**src/rtl/proc_flex.sv**
```systemverilog
// proc_flex: multicycle accumulator-style processor core.
// Eight general registers, an A/G accumulator pair and one shared internal bus.
// Instructions arrive on DIN and are handshaked with Run/Done. Each instruction
// walks the T0..T3 step counter and completes in 2, 3 or 4 cycles.
module proc_flex #(
    parameter int WIDTH = 16
) (
    input  logic             Clock,
    input  logic             Resetn,
    input  logic             Run,
    input  logic [WIDTH-1:0] DIN,
    output logic             Done,
    output logic [2:0]       Flags,
    output logic [WIDTH-1:0] BusOut
);

    localparam int IW = WIDTH - 7;
    localparam int SW = $clog2(WIDTH);

    localparam logic [2:0] OP_MV  = 3'b000;
    localparam logic [2:0] OP_MVT = 3'b001;
    localparam logic [2:0] OP_ADD = 3'b010;
    localparam logic [2:0] OP_SUB = 3'b011;
    localparam logic [2:0] OP_AND = 3'b100;
    localparam logic [2:0] OP_CMP = 3'b101;
    localparam logic [2:0] OP_LSL = 3'b110;
    localparam logic [2:0] OP_LSR = 3'b111;

    typedef enum logic [1:0] {T0, T1, T2, T3} tstep_t;
    typedef enum logic [2:0] {SEL_NONE, SEL_OP, SEL_MVT, SEL_RX, SEL_G} bus_sel_t;

    tstep_t   tstep;
    tstep_t   tstep_next;
    bus_sel_t bus_sel;

    logic [WIDTH-1:0] ir;
    logic [WIDTH-1:0] a;
    logic [WIDTH-1:0] g;
    logic [WIDTH-1:0] regs [8];
    logic [2:0]       flags;

    logic done;
    logic rx_load;
    logic a_load;
    logic g_load;
    logic flags_load;

    // Instruction fields: {III, M, rX, D}; rY lives in the low bits of D.
    logic [2:0]    opcode;
    logic          m;
    logic [2:0]    rx;
    logic [2:0]    ry;
    logic [IW-1:0] d;

    assign opcode = ir[WIDTH-1 -: 3];
    assign m      = ir[WIDTH-4];
    assign rx     = ir[WIDTH-5 -: 3];
    assign d      = ir[IW-1:0];
    assign ry     = d[2:0];

    logic signed [WIDTH-1:0] imm_sext;
    logic [WIDTH-1:0]        mvt_imm;
    logic [WIDTH-1:0]        op_val;
    logic [WIDTH-1:0]        bus;

    assign imm_sext = {{(WIDTH-IW){d[IW-1]}}, d};
    // Zero-extend D, then shift so D[7:0] lands in the top byte.
    assign mvt_imm  = WIDTH'(d) << (WIDTH - 8);
    assign op_val   = m ? $unsigned(imm_sext) : regs[ry];

    // ALU: returns {carry, result}. Subtract is A + ~B + 1 so carry=1 means no borrow.
    function automatic logic [WIDTH:0] alu_eval(input logic [2:0]       opc,
                                                 input logic [WIDTH-1:0] lhs,
                                                 input logic [WIDTH-1:0] rhs);
        logic [SW-1:0] shamt;
        shamt = rhs[SW-1:0];
        case (opc)
            OP_ADD:         return {1'b0, lhs} + {1'b0, rhs};
            OP_SUB, OP_CMP: return {1'b0, lhs} + {1'b0, ~rhs} + {{WIDTH{1'b0}}, 1'b1};
            OP_AND:         return {1'b0, lhs & rhs};
            OP_LSL:         return {1'b0, lhs << shamt};
            OP_LSR:         return {1'b0, lhs >> shamt};
            default:        return '0;
        endcase
    endfunction

    logic [WIDTH:0]   alu_out;
    logic [WIDTH-1:0] alu_res;
    logic [2:0]       flags_new;

    // The ALU always sees A and the bus; the bus carries OP during T2.
    assign alu_out   = alu_eval(opcode, a, bus);
    assign alu_res   = alu_out[WIDTH-1:0];
    assign flags_new = {(alu_res == '0), alu_res[WIDTH-1], alu_out[WIDTH]};

    // Step counter register.
    always_ff @(posedge Clock) begin
        if (!Resetn) tstep <= T0;
        else         tstep <= tstep_next;
    end

    // Next step: wait in T0 for Run, then advance until the instruction signals Done.
    always_comb begin
        tstep_next = tstep;
        case (tstep)
            T0:      tstep_next = Run ? T1 : T0;
            T1:      tstep_next = done ? T0 : T2;
            T2:      tstep_next = done ? T0 : T3;
            T3:      tstep_next = T0;
            default: tstep_next = T0;
        endcase
    end

    // Per-step control: one bus source plus the register loads for this cycle.
    always_comb begin
        bus_sel    = SEL_NONE;
        done       = 1'b0;
        rx_load    = 1'b0;
        a_load     = 1'b0;
        g_load     = 1'b0;
        flags_load = 1'b0;
        case (tstep)
            T1: begin
                case (opcode)
                    OP_MV: begin
                        bus_sel = SEL_OP;
                        rx_load = 1'b1;
                        done    = 1'b1;
                    end
                    OP_MVT: begin
                        bus_sel = SEL_MVT;
                        rx_load = 1'b1;
                        done    = 1'b1;
                    end
                    default: begin
                        bus_sel = SEL_RX;
                        a_load  = 1'b1;
                    end
                endcase
            end
            T2: begin
                bus_sel    = SEL_OP;
                flags_load = 1'b1;
                if (opcode == OP_CMP) done   = 1'b1;
                else                  g_load = 1'b1;
            end
            T3: begin
                bus_sel = SEL_G;
                rx_load = 1'b1;
                done    = 1'b1;
            end
            default: ;
        endcase
    end

    // Shared bus multiplexer; idles at zero when nothing drives it.
    always_comb begin
        bus = '0;
        case (bus_sel)
            SEL_OP:  bus = op_val;
            SEL_MVT: bus = mvt_imm;
            SEL_RX:  bus = regs[rx];
            SEL_G:   bus = g;
            default: bus = '0;
        endcase
    end

    // Instruction register captures DIN only when an instruction is accepted.
    always_ff @(posedge Clock) begin
        if (!Resetn)               ir <= '0;
        else if (tstep == T0 && Run) ir <= DIN;
    end

    // Register file writeback from the bus.
    always_ff @(posedge Clock) begin
        if (!Resetn) begin
            for (int i = 0; i < 8; i++) regs[i] <= '0;
        end else if (rx_load) begin
            regs[rx] <= bus;
        end
    end

    // Accumulator pair: A holds rX, G holds the ALU result.
    always_ff @(posedge Clock) begin
        if (!Resetn) begin
            a <= '0;
            g <= '0;
        end else begin
            if (a_load) a <= bus;
            if (g_load) g <= alu_res;
        end
    end

    // Status flags {Z, N, C}, written only in the ALU step.
    always_ff @(posedge Clock) begin
        if (!Resetn)         flags <= '0;
        else if (flags_load) flags <= flags_new;
    end

    assign Done   = done;
    assign Flags  = flags;
    assign BusOut = bus;

endmodule

```
**config.mk**
```make
export PLATFORM = sky130hd
export DESIGN_NAME = proc_flex
export DESIGN_NICKNAME = d
export VERILOG_FILES = /design/src/rtl/proc_flex.sv
export SDC_FILE = /design/constraint.sdc
export NUM_CORES = 1
export LEC_CHECK = 0
export CORE_UTILIZATION = 35
export CTS_BUF_LIST = sky130_fd_sc_hd__clkbuf_8
export CTS_CLUSTER_SIZE = 8
export DETAILED_ROUTE_END_ITERATION = 12
export PLACE_DENSITY = 0.46
export RECOVER_POWER = 100
export SYNTH_ARGS = -nofsm -noshare
export SYNTH_HDL_FRONTEND = slang
export SYNTH_SLANG_ARGS = --single-unit
```
**constraint.sdc**
```tcl
create_clock -name Clock -period 6.8 [get_ports Clock]
set_clock_uncertainty 0.1 [all_clocks]
set_input_delay 1.36 -clock Clock [delete_from_list [all_inputs] [get_ports Clock]]
set_output_delay 1.36 -clock Clock [all_outputs]
set_load 0.005 [all_outputs]
```
# Yosys cells after proc, flatten, opt, wreduce, memory -nomap -nowiden
# Memory sizes are Yosys's and may differ from the RTL's. A register that Yosys moved wholly into a read port is not among the register bits.
# Index checks and enable logic that the tools add are counted.
# Widths: inputs -> output; s select.
# op_classes
n_reduce_logical	7
eq_ne	14
mux	29
shifts	2
addsub	3
bitwise	2
# op_table
cell	n
$pmux 17 s5	1
$pmux 16 s4	1
$add 16x16->17	2
$mux 16	2
$add 17x1->17 const B	1
$and 16x16->16	1
$logic_not 16->1	1
$not 16->16	1
$reduce_or 16->1	1
$shl 16x4->16	1
$shr 16x4->16	1
$eq 3x3->1 const B	5
$mux 3	5
$mux 1	13
$eq 3x2->1 const B	4
$pmux 3 s3	1
$pmux 2 s4	1
$eq 3x1->1 const B	2
$eq 2x2->1 const B	2
$mux 2	2
$pmux 2 s2	1
$reduce_or 2->1	2
$logic_not 3->1	1
$pmux 1 s3	1
4 further kinds	4
# totals
ram_bits	128
in_bits	19
output_inout_bits	20
regBits	53
n_memories	1
# mem_list
name	depth	word_bits	rd	rd_clocked_by_memory_dff	write_ports	line	text
regs	8	16	2	2	8	39	logic [WIDTH-1:0] regs [8];

# Logic depth before layout (Yosys ltp)
# Gate-level depths: netlist (run 1).
# logic_depth
depth_word	10
mapped_depth	24
depth_no_buf	19

# Worst setup path before layout (run 1)
# OpenSTA, ideal clock, no wires.
# synth_timing
kind	register to register
startpoint	register (tool-made name)
endpoint	register flags[2] (netlist: Flags[2])
stages_incl_launch_ff	23
slack_ps	1093
t_arrival_ps	5545
path_buffers	4
setup_ps	61
path_cell_list	dfxtp_1 -> buf_4 -> buf_2 -> buf_1 -> mux4_2 -> mux2i_1 -> nor2_1 -> a21oi_1 -> nor2_1 -> a221oi_1 -> ha_1 -> clkbuf_1 -> and3_1 -> a211oi_1 -> a21oi_1 -> o31a_1 -> o41ai_1 -> o21ai_0 -> and3_1 -> nor4_1 -> and4_1 -> and4_1 -> a32o_1
# synth_lines
element	line	text
to (signal assigned)	197	else if (flags_load) flags <= flags_new;
to (decl)	40	logic [2:0] flags;

==> summary.txt, run 1 <==
Status
  – Status: complete, but fails checks
  – Failing checks: design-rule violations, max-capacitance violations, max-slew violations

Cells and area
  – Final net count: 1398
  – Share of layout cells above drive strength 1: 12.8%
  – Number of diodes: 0
  – Area grow syn2layout: 9.34%
  – Final core occ: 39.0%
  – Layout Cell Area excl Fill: 13900 µm²

Worst setup path
  – Cell depth of the worst flop-to-flop path: 14
  – Worst-path fanout max: 28
  – CP Data Arrival Time: 6.47 ns
  – Critical Path Slowest Stage Cell: clkbuf_1
  – CP endpoint kind: flop
  – Critical Path, Cell by Cell: buf_4 -> nor2_1 -> a222oi_1 -> a211oi_2 -> buf_4 -> nor2_1 -> clkbuf_1 -> mux4_2 -> a221oi_1 -> o221ai_1 -> nor4_1 -> and4_1 -> and4_1 -> a32o_1
  – Crit Path Class: reg -> reg
  – Startpoint Class: flop
  – R2R Setup Slk: 0.66 ns
  – CP max stage delay: 1.27 ns
  – CP required: 7.13 ns
  – R2R Path End: Flags[2]$_SDFFE_PN0P_

Synthesis
  – EDFF count, synth: 128
  – Yosys top cell area share: 30.2%
  – Syn. warnings: 0
  – Top area cells in the synthesized netlist: edfxtp_1, mux4_2, dfxtp_1, nor2_1, a21oi_1
  – Top_reg_cell synth: edfxtp_1
  – Post-Syn Nets: 1392
  – #FFs+latches synth: 187
  – Synthesized instance count: 1335
  – FFs w/ async S/R, synth: 0%
  – Count of cell types in the netlist: 84
  – Post-synth top area cell: edfxtp_1
  – Seq/Total Area, Yosys: 39.4%
  – Cell area after synthesis: 12700 µm²
  – Syn avg cell area: 9.55 µm²

Drt
  – First drt pass iteration count: 10
  – DRC Markers: 4
  – Vias: 11100
  – Initial DRC count: 1115
  – Mean routed wirelength per cell: 27.1 µm
  – ANT nets after route: 0
  – Vias per cell: 6.13
  – Total wire length: 49.1 mm

Clock network
  – CTS root buf: clkbuf_8
  – Worst-path clk slew: 0.10 ns
  – CTS H-tree lvls: 4
  – # hold bufs at CTS: 0
  – CTS max path bufs: 2
  – Worst-Skew Late Latency: 0.48 ns
  – CTS Buf Count: 17
  – Post-CTS setup buffer count: 0
  – Post_cts resized: 0
  – CTS Sinks: 187
  – TritonCTS clock tree: yes

Timing
  – Setup Viol. Count Final: 0
  – Fin crit share: 90.3%
  – Actual slew at the worst max-slew pin: 2.46 ns
  – Crit path time final: 6.14 ns
  – FMAX: 163 MHz
  – Slew margin rel.: -64.3%
  – Final TNS setup: 0 ns
  – Hold_ws: 0.362 ns
  – Max Slew Vio Count: 80
  – RSZ-0062 raised after global routing: no
  – Final Hold Vio Count: 0

Place
  – HPWL Detailed: 35.8 mm
  – GPL Wtd Cong: 1.02
  – IO buf count: 38
  – Dpl cell area: 13600 µm²

Global routing
  – GRT overflow: 0
  – GR Util met3: 3.15%
  – GRT met1 Usage: 34.8%
  – Global-route usage over all layers: 27.0%
  – First-pass GRT wire length: 72.0 mm
  – Met2 Usage GRT: 44.9%
  – GR peak layer: met2
  – Antenna violations before repair: 0
  – Vias in the first global route: 10800
  – Pin count of the biggest net entering global routing: 52

Min path
  – Hold path depth: 2
  – WHS Endpoint: ir[8]$_SDFFE_PN0P_
  – Min-delay src: ir[8]$_SDFFE_PN0P_
  – Hold Path Class: reg -> reg

Floorplan
  – Die Y: 193 µm
  – Core ar.: 35700 µm²
  – Ports: 39
  – Die area: 37200 µm²
  – Initial Utilization: 35.7%
  – FP Rows: 69
  – Die width: 193 µm

Flow run
  – Max-capacitance violation count: 2

Power and ir drop
  – Peak supply drop: 0.122 mV
  – LEAKAGE: 4.75 nW
  – Total power: 2.70 mW
  – Pwr Density: 194 nW/µm²
layout by cell type, fill, tap and decap left out, types with 10 or more instances in the layout:
| cell type | n |
|---|---|
| a211oi_1 | 37 |
| a21oi_1 | 105 |
| a221oi_1 | 13 |
| a22oi_1 | 12 |
| a31oi_1 | 16 |
| buf_4 | 28 |
| clkbuf_1 | 18 |
| clkbuf_8 | 21 |
| clkdlybuf4s50_1 | 25 |
| dfxtp_1 | 56 |
| dlygate4sd3_1 | 13 |
| edfxtp_1 | 128 |
| ha_1 | 36 |
| inv_1 | 44 |
| mux2_2 | 29 |
| mux2i_1 | 23 |
| mux4_2 | 53 |
| nand2_1 | 127 |
| nand2b_1 | 10 |
| nand3_1 | 45 |
| nor2_1 | 205 |
| nor2b_1 | 25 |
| nor3_1 | 21 |
| o211ai_1 | 12 |
| o21ai_0 | 38 |
| o21ai_1 | 12 |
| o31ai_1 | 10 |
power breakdown:
part / internal [mW] / switching (mW) / total (mW) / leakage, nW
logic: 0.220 / 0.369 / 0.590 / 2.73
registers: 1.26 / 0.0543 / 1.31 / 1.80
clock network: 0.372 / 0.426 / 0.798 / 0.219
per-layer routing:
metal | wire length, µm | vias to the layer above
li1 | - | 5028
met1 | 20900 | 5506
met2 | 23400 | 471
met3 | 2610 | 112
met4 | 2230 | 0
met5 | 0 | -
worst max path at each step:
| stage | startpoint | slack, ns | endpoint |
|---|---|---|---|
| after floorplan | flop | 1.09 | Flags[2]$_SDFFE_PN0P_ |
| after global placement | flop | 0.96 | Flags[2]$_SDFFE_PN0P_ |
| after detailed placement | flop | 0.95 | Flags[2]$_SDFFE_PN0P_ |
| after CTS | flop | 0.90 | Flags[2]$_SDFFE_PN0P_ |
| after global routing | flop | 0.27 | Flags[2]$_SDFFE_PN0P_ |
| final | flop | 0.66 | Flags[2]$_SDFFE_PN0P_ |
cell usage after synthesis (all sizes together) (4+ instances only):
cell type  number
o2bb2ai         5
o21ai          53
mux2           35
a211o           8
mux4           53
and2            7
nor2b          26
and3            9
o31a            5
a222oi          4
nand2         128
o211ai         12
a311oi          6
nand2b         10
or3             6
o2111ai         4
ha             36
a21oi         106
nor2          208
mux2i          23
a32oi           4
o211a           9
o221ai          5
and4            5
a221oi         13
edfxtp        128
clkbuf         59
a211oi         39
nor4            6
a32o            4
a221o           4
dfxtp          59
inv            47
a2111oi         9
nor3           22
buf            39
a31oi          16
o31ai          11
a2bb2oi         4
a21o            5
a22oi          12
o21bai          8
nand3          45
cell type report:
class	count	area, µm²
clock buffer	21	289
clock inverter	11	131
fill	3663	21800
inverter	49	184
multi-input combinational	1001	7060
sequential	187	5030
tap	461	577
timing repair buffer	85	663
worst max-delay path: cells and delay by family (launching register included):
| family | cells | cell delay (ns) |
|---|---|---|
| compound gates | 5 | 1.60 |
| buf+inv | 3 | 1.85 |
| flops | 1 | 0.78 |
| mux | 1 | 0.45 |
| simple gates | 5 | 1.27 |
state kept, by name, summed over array words and instances (netlist names), named ones only:
name / flops
g: 16
ir: 16
Flags: 3
tstep: 2
regs: 128
a: 16
per-stage QoR:
step / worst slack, ns / std cells
6_report: 0.662 / 1815
5_1_grt: 0.266 / 1815
4_1_cts: 0.897 / 1815
3_5_place_dp: 0.947 / 1783
3_3_place_gp: 0.964 / 1783
2_1_floorplan: 1.09 / 1335
cells by family (layout without fill, tap and decap cells):
logic type / after synthesis / after routing / synth area share, %
AOI/OAI and AO/OA: 372 / 372 / 20.6
xor gates and xnor gates: 3 / 3 / 0.206
adders and majority gates: 38 / 38 / 3.85
buffers and inverters: 147 / 166 / 5.16
DFF: 187 / 187 / 39.4
muxes: 111 / 111 / 14.3
and+or+nand+nor: 477 / 477 / 16.5
(Power assumes the default switching activity.)
==> run 2: changes to the inputs <==
--- a/config.mk
+++ b/config.mk
@@ -5,6 +5,7 @@
 export SDC_FILE = /design/constraint.sdc
 export NUM_CORES = 1
 export LEC_CHECK = 0
+export CORE_ASPECT_RATIO = 0.8
 export CORE_UTILIZATION = 35
 export CTS_BUF_LIST = sky130_fd_sc_hd__clkbuf_8
 export CTS_CLUSTER_SIZE = 8
==> run 2 against run 1 <==
  * The flow finishes with violations (max-capacitance violations, max-slew violations)
  * Sequential share of layout area rose by 0.055 points
  * Critical path depth grew 1
  * Clock power decreased by 7.3%
  * Fmax fell by 4.6%
  * Count of clock-buffer cells in the layout stayed put
  * Register-to-register slack got worse by 0.30 ns
  * Sequential cell count stayed put
  * First-iteration DRC count increased by 45%
  * Wire length grew 5.4%
  * Hold slack better by 0.0065 ns
  * Utilization down 0.17 points
  * Global-route usage is 0.70 points higher
==> summary.txt, run 2 (synthesis results as in run 1) <==
Power and ir drop
  – Total power: 2.64 mW
  – Peak supply drop: 0.131 mV
  – Pwr Density: 190 nW/µm²
  – LEAKAGE: 4.76 nW

Drt
  – First drt pass iteration count: 6
  – Vias: 11400
  – Mean routed wirelength per cell: 28.2 µm
  – Total wire length: 51.8 mm
  – Vias per cell: 6.18
  – ANT nets after route: 0
  – DRC Markers: 0
  – Initial DRC count: 1620

Cells and area
  – Largest register FFs: 128
  – Final net count: 1401
  – Leading cell types in the layout, fill and taps excluded: nor2_1, edfxtp_1, nand2_1
  – Share of layout cells above drive strength 1: 12.4%
  – Number of diodes: 0
  – Final core occ: 38.8%
  – Biggest register: regs
  – Most common cell after layout, fill and taps aside: nor2_1
  – Area grow syn2layout: 9.17%

Worst setup path
  – CP endpoint kind: flop
  – CP required: 7.15 ns
  – Startpoint Class: flop
  – CP Data Arrival Time: 6.79 ns
  – Cell depth of the worst flop-to-flop path: 15
  – Critical Path Slowest Stage Cell: dfxtp_1
  – Critical Path, Cell by Cell: mux4_2 -> mux2_1 -> a221oi_1 -> ha_1 -> a21oi_1 -> o21bai_1 -> o21ba_2 -> a21oi_1 -> a31oi_1 -> a221oi_1 -> nor2_1 -> nor4_1 -> and4_1 -> and4_1 -> a32o_1
  – R2R Setup Slk: 0.37 ns
  – R2R Path End: Flags[2]$_SDFFE_PN0P_
  – Worst-path fanout max: 20
  – Delay-heaviest family, CP: compound AO/OA/AOI/OAI gates
  – Crit Path Class: reg -> reg
  – CP max stage delay: 1.06 ns
  – CP Buf/Inv Count: 0

Clock network
  – Worst-path clk slew: 0.10 ns
  – CTS H-tree lvls: 4
  – Post_cts resized: 0
  – CTS max path bufs: 2
  – # hold bufs at CTS: 0
  – TritonCTS clock tree: yes
  – CTS root buf: clkbuf_8
  – CTS Sinks: 187
  – CTS Buf Count: 17
  – Worst-Skew Late Latency: 0.50 ns
  – Post-CTS setup buffer count: 0

Floorplan
  – Ports: 39
  – Initial Utilization: 35.6%
  – Die area: 37200 µm²
  – FP Rows: 62
  – Die width: 215 µm
  – Core ar.: 35800 µm²
  – Die Y: 173 µm

Flow run
  – Max-capacitance violation count: 2

Global routing
  – GRT overflow: 0
  – Met2 Usage GRT: 38.3%
  – Vias in the first global route: 10500
  – Antenna violations before repair: 0
  – GRT met1 Usage: 43.8%
  – First-pass GRT wire length: 74.4 mm
  – GR Util met3: 5.82%
  – GR peak layer: met1
  – Global-route usage over all layers: 27.7%
  – Pin count of the biggest net entering global routing: 51

Min path
  – Hold path depth: 2
  – Hold Path Class: reg -> reg
  – WHS Endpoint: ir[8]$_SDFFE_PN0P_
  – Min-delay src: ir[8]$_SDFFE_PN0P_

Timing
  – Setup Viol. Count Final: 0
  – Final TNS setup: 0 ns
  – Final Hold Vio Count: 0
  – Slew margin rel.: -66.7%
  – FMAX: 155 MHz
  – Setup slack after layout: 0.366 ns
  – Actual slew at the worst max-slew pin: 2.50 ns
  – Crit path time final: 6.43 ns
  – RSZ-0062 raised after global routing: no
  – Fin crit share: 94.6%
  – Max Slew Vio Count: 87
  – Hold_ws: 0.369 ns

Status
  – Status: complete, but fails checks
  – Failing checks: max-capacitance violations, max-slew violations

Place
  – IO buf count: 38
  – HPWL Detailed: 37.5 mm
  – Placement Setup Slack: 0.617 ns
  – GPL Wtd Cong: 0.963
## run 2: cell types whose count changed in the layout (fill, tap and decap cells not counted), sizes merged
cell,delta
bufinv,-1
clkinv,-3
buf,+3
inv,+4
## run 2: report_power, final
group,switching [mW],total (mW),internal [mW]
combinational,0.369,0.589,0.220
sequential,0.0579,1.31,1.26
clock,0.417,0.740,0.323
## run 2: worst register-to-register path, cell delays in order, from the launching register on
cell      delay (ns)
dfxtp_1         1.06
mux4_2          0.43
mux2_1          0.37
a221oi_1        0.97
ha_1            0.40
a21oi_1         0.10
o21bai_1        0.27
o21ba_2         0.21
a21oi_1         0.30
a31oi_1         0.16
a221oi_1        0.31
nor2_1          0.18
nor4_1          0.90
and4_1          0.32
and4_1          0.20
a32o_1          0.12
## run 2: cell type report
type                            count  area (µm²)
Clock buffer                       21         289
Sequential cell                   187        5030
Multi-Input combinational cell   1001        7050
Inverter                           49         184
Fill cell                        3651       21900
Clock inverter                     11        80.1
Timing Repair Buffer               88         686
Tap cell                          480         601
## run 2: how the worst max path moves through the flow
stage / to / slack, ns / depth (start not counted)
CTS: Flags[2]$_SDFFE_PN0P_ / 0.57 / 15
global route: Flags[2]$_SDFFE_PN0P_ / 0.23 / 12
detailed placement: Flags[2]$_SDFFE_PN0P_ / 0.62 / 15
finish: Flags[2]$_SDFFE_PN0P_ / 0.37 / 15
floorplan: Flags[2]$_SDFFE_PN0P_ / 1.09 / 22
global placement: Flags[2]$_SDFFE_PN0P_ / 0.68 / 15
## run 2: metal layers
| layer | share of wire, % | wire, µm |
|---|---|---|
| met1 | 48 | 25000 |
| met5 | 0 | 0 |
| met3 | 9.0 | 4680 |
| met4 | 1.2 | 635 |
| met2 | 41 | 21400 |
## run 2: through the flow
step                      instances  cell area, µm²
after floorplan                1335           12700
after global placement         1805           13600
after detailed placement       1805           13600
after CTS                      1837           14000
after global routing           1837           13900
final                          1837           13900
==> run 3: changes to the inputs <==
--- a/config.mk
+++ b/config.mk
@@ -5,13 +5,15 @@
 export SDC_FILE = /design/constraint.sdc
 export NUM_CORES = 1
 export LEC_CHECK = 0
+export CAP_MARGIN = 20
 export CORE_ASPECT_RATIO = 0.8
-export CORE_UTILIZATION = 35
+export CORE_UTILIZATION = 60
 export CTS_BUF_LIST = sky130_fd_sc_hd__clkbuf_8
 export CTS_CLUSTER_SIZE = 8
 export DETAILED_ROUTE_END_ITERATION = 12
-export PLACE_DENSITY = 0.46
+export PLACE_DENSITY = 0.74
 export RECOVER_POWER = 100
 export SYNTH_ARGS = -nofsm -noshare
 export SYNTH_HDL_FRONTEND = slang
 export SYNTH_SLANG_ARGS = --single-unit
+export TNS_END_PERCENT = 10
==> run 3 against run 2 <==
  * The run still ends with max-capacitance violations, max-slew violations left
  * Utilization grew 27 points
  * Hold slack gained 0.0052 ns
  * Global-route usage grew 17 points
  * Clock power grew 6.6%
  * Critical path type unchanged
==> summary.txt, run 3 (synthesis results as in run 1) <==
Drt
  – Top Layer Used: met4
  – Vias per cell: 7.46
  – Vias: 12000
  – Wire length on met3: 7.94 mm
  – Metal-1 WL: 18.5 mm
  – ANT nets after route: 0
  – Mean routed wirelength per cell: 29.6 µm
  – DRC Markers: 0
  – First drt pass iteration count: 8
  – Total wire length: 47.7 mm
  – Routed length on met2: 19.5 mm
  – Initial DRC count: 2018

Timing
  – Actual slew at the worst max-slew pin: 2.42 ns
  – Max Slew Vio Count: 120
  – Hold_ws: 0.374 ns
  – Final TNS setup: 0 ns
  – Setup Viol. Count Final: 0
  – RSZ-0062 raised after global routing: no
  – Fin crit share: 95.6%
  – FMAX: 154 MHz
  – Final Hold Vio Count: 0
  – Setup slack after layout: 0.296 ns
  – Slew margin rel.: -61.6%
  – Crit path time final: 6.50 ns

Cells and area
  – Seq. cell area: 5030 µm²
  – Final core occ: 65.7%
  – Layout Cell Area excl Fill: 13600 µm²
  – Most common cell after layout, fill and taps aside: nor2_1
  – Leading cell types in the layout, fill and taps excluded: nor2_1, edfxtp_1, nand2_1
  – Area of the multi-input gates: 7050 µm²
  – Share of layout cells above drive strength 1: 12.5%
  – Largest register FFs: 128
  – Area grow syn2layout: 7.08%
  – Biggest register: regs
  – Final net count: 1387
  – Filler cells: 1627

Floorplan
  – Initial Utilization: 61.4%
  – Die Y: 132 µm
  – FP Rows: 47
  – Ports: 39
  – Die area: 21800 µm²
  – Die width: 165 µm
  – Core ar.: 20800 µm²

Global routing
  – Antenna violations before repair: 1
  – GRT overflow: 0
  – Vias in the first global route: 11300
  – Pin count of the biggest net entering global routing: 53
  – First-pass GRT wire length: 69.6 mm
  – Global-route usage over all layers: 44.3%

Worst setup path
  – CP max stage delay: 1.49 ns
  – Worst-path fanout max: 35
  – Critical Path Slowest Stage Cell: clkbuf_1
  – CP endpoint kind: flop
  – CP required: 7.13 ns
  – Critical Path, Cell by Cell: clkinv_1 -> a31oi_1 -> buf_4 -> a211oi_2 -> nor2_1 -> clkbuf_1 -> mux4_2 -> a221o_1 -> a211o_1 -> nor4_1 -> buf_4 -> and4_1 -> and4_1 -> a32o_1
  – Startpoint Class: flop
  – FF-to-FF Start: ir[13]$_SDFFE_PN0P_
  – CP Data Arrival Time: 6.83 ns
  – Worst setup path startpoint: ir[13]$_SDFFE_PN0P_
  – Crit Path Class: reg -> reg

Clock network
  – TritonCTS clock tree: yes
  – CTS H-tree lvls: 4
  – # hold bufs at CTS: 0
  – CTS Buf Count: 17
  – CTS max path bufs: 2
  – CTS root buf: clkbuf_8
  – Post_cts resized: 0
  – Worst-Skew Late Latency: 0.50 ns
  – Post-CTS setup buffer count: 0
  – Worst-path clk slew: 0.11 ns
  – CTS Sinks: 187

Min path
  – Min-delay src: ir[8]$_SDFFE_PN0P_
  – Hold Path Class: reg -> reg

Place
  – Dpl cell area: 13300 µm²
  – IO buf count: 38
  – Placement Setup Slack: 1.14 ns
  – GPL Wtd Cong: 1.04
  – HPWL Detailed: 34.2 mm

Power and ir drop
  – Pwr Density: 197 nW/µm²
  – Peak supply drop: 0.140 mV
  – LEAKAGE: 4.71 nW

Flow run
  – Max-capacitance violation count: 3

Status
  – Status: complete, but fails checks
  – Failing checks: max-capacitance violations, max-slew violations
-- run 3: cell count changes in the layout (fill, tap and decap cells not counted), moves of 2 or more --
cell	previous run	this run
inv_6	1	5
inv_12	0	4
dfxtp_1	56	58
buf_4	31	27
clkdlybuf4s50_1	25	28
inv_8	0	3
clkinv_2	2	0
clkinv_8	0	3
clkbuf_8	21	17
inv_4	2	0
inv_1	49	44
dfxtp_2	3	1
clkbuf_1	18	8
dlygate4sd3_1	13	10
-- run 3: worst paths after layout --
path | endpoint | slack, ns | cells past startpoint
worst min register to register | ir[8]$_SDFFE_PN0P_ | 0.37 | 2
worst max register to register | Flags[2]$_SDFFE_PN0P_ | 0.30 | 14
worst max-delay path | Flags[2]$_SDFFE_PN0P_ | 0.30 | 14
worst min-delay path | ir[8]$_SDFFE_PN0P_ | 0.37 | 2
-- run 3: per-layer routing --
layer	track usage (%)	vias up
met1	64.2	5693
met4	17.2	0
met2	59.1	1149
met3	17.4	168
li1	-	5024
met5	0	-
-- run 3: cell type report --
class | instances | share of cell area (%)
Clock buffer | 17 | 1.71
Inverter | 49 | 1.35
Timing Repair Buffer | 74 | 4.53
Multi-Input combinational cell | 1001 | 51.7
Antenna cell | 1 | 0.0183
Sequential cell | 187 | 36.8
Tap cell | 269 | 2.47
Clock inverter | 15 | 1.40
-- run 3: critical path: cells and delay by family (launching register included) --
| family | cells | cell delay [ns] |
|---|---|---|
| buffers and inverters | 4 | 2.49 |
| AND/OR/NAND/NOR | 4 | 1.06 |
| multiplexers | 1 | 0.74 |
| AO/OA/AOI/OAI | 5 | 1.28 |
| flip-flops | 1 | 0.74 |
-- run 3: report_power, final --
group          internal [mW]  total (mW)  switching, mW
sequential              1.26        1.32         0.0594
clock                  0.294       0.789          0.495
combinational          0.217       0.587          0.370
total                   1.77        2.69          0.925
-- run 3: metrics by stage --
step	std cells	total power [mW]
2_1_floorplan	1335	1.71
3_3_place_gp	1580	1.89
3_5_place_dp	1580	1.90
4_1_cts	1612	2.66
5_1_grt	1612	2.76
6_report	1613	2.69
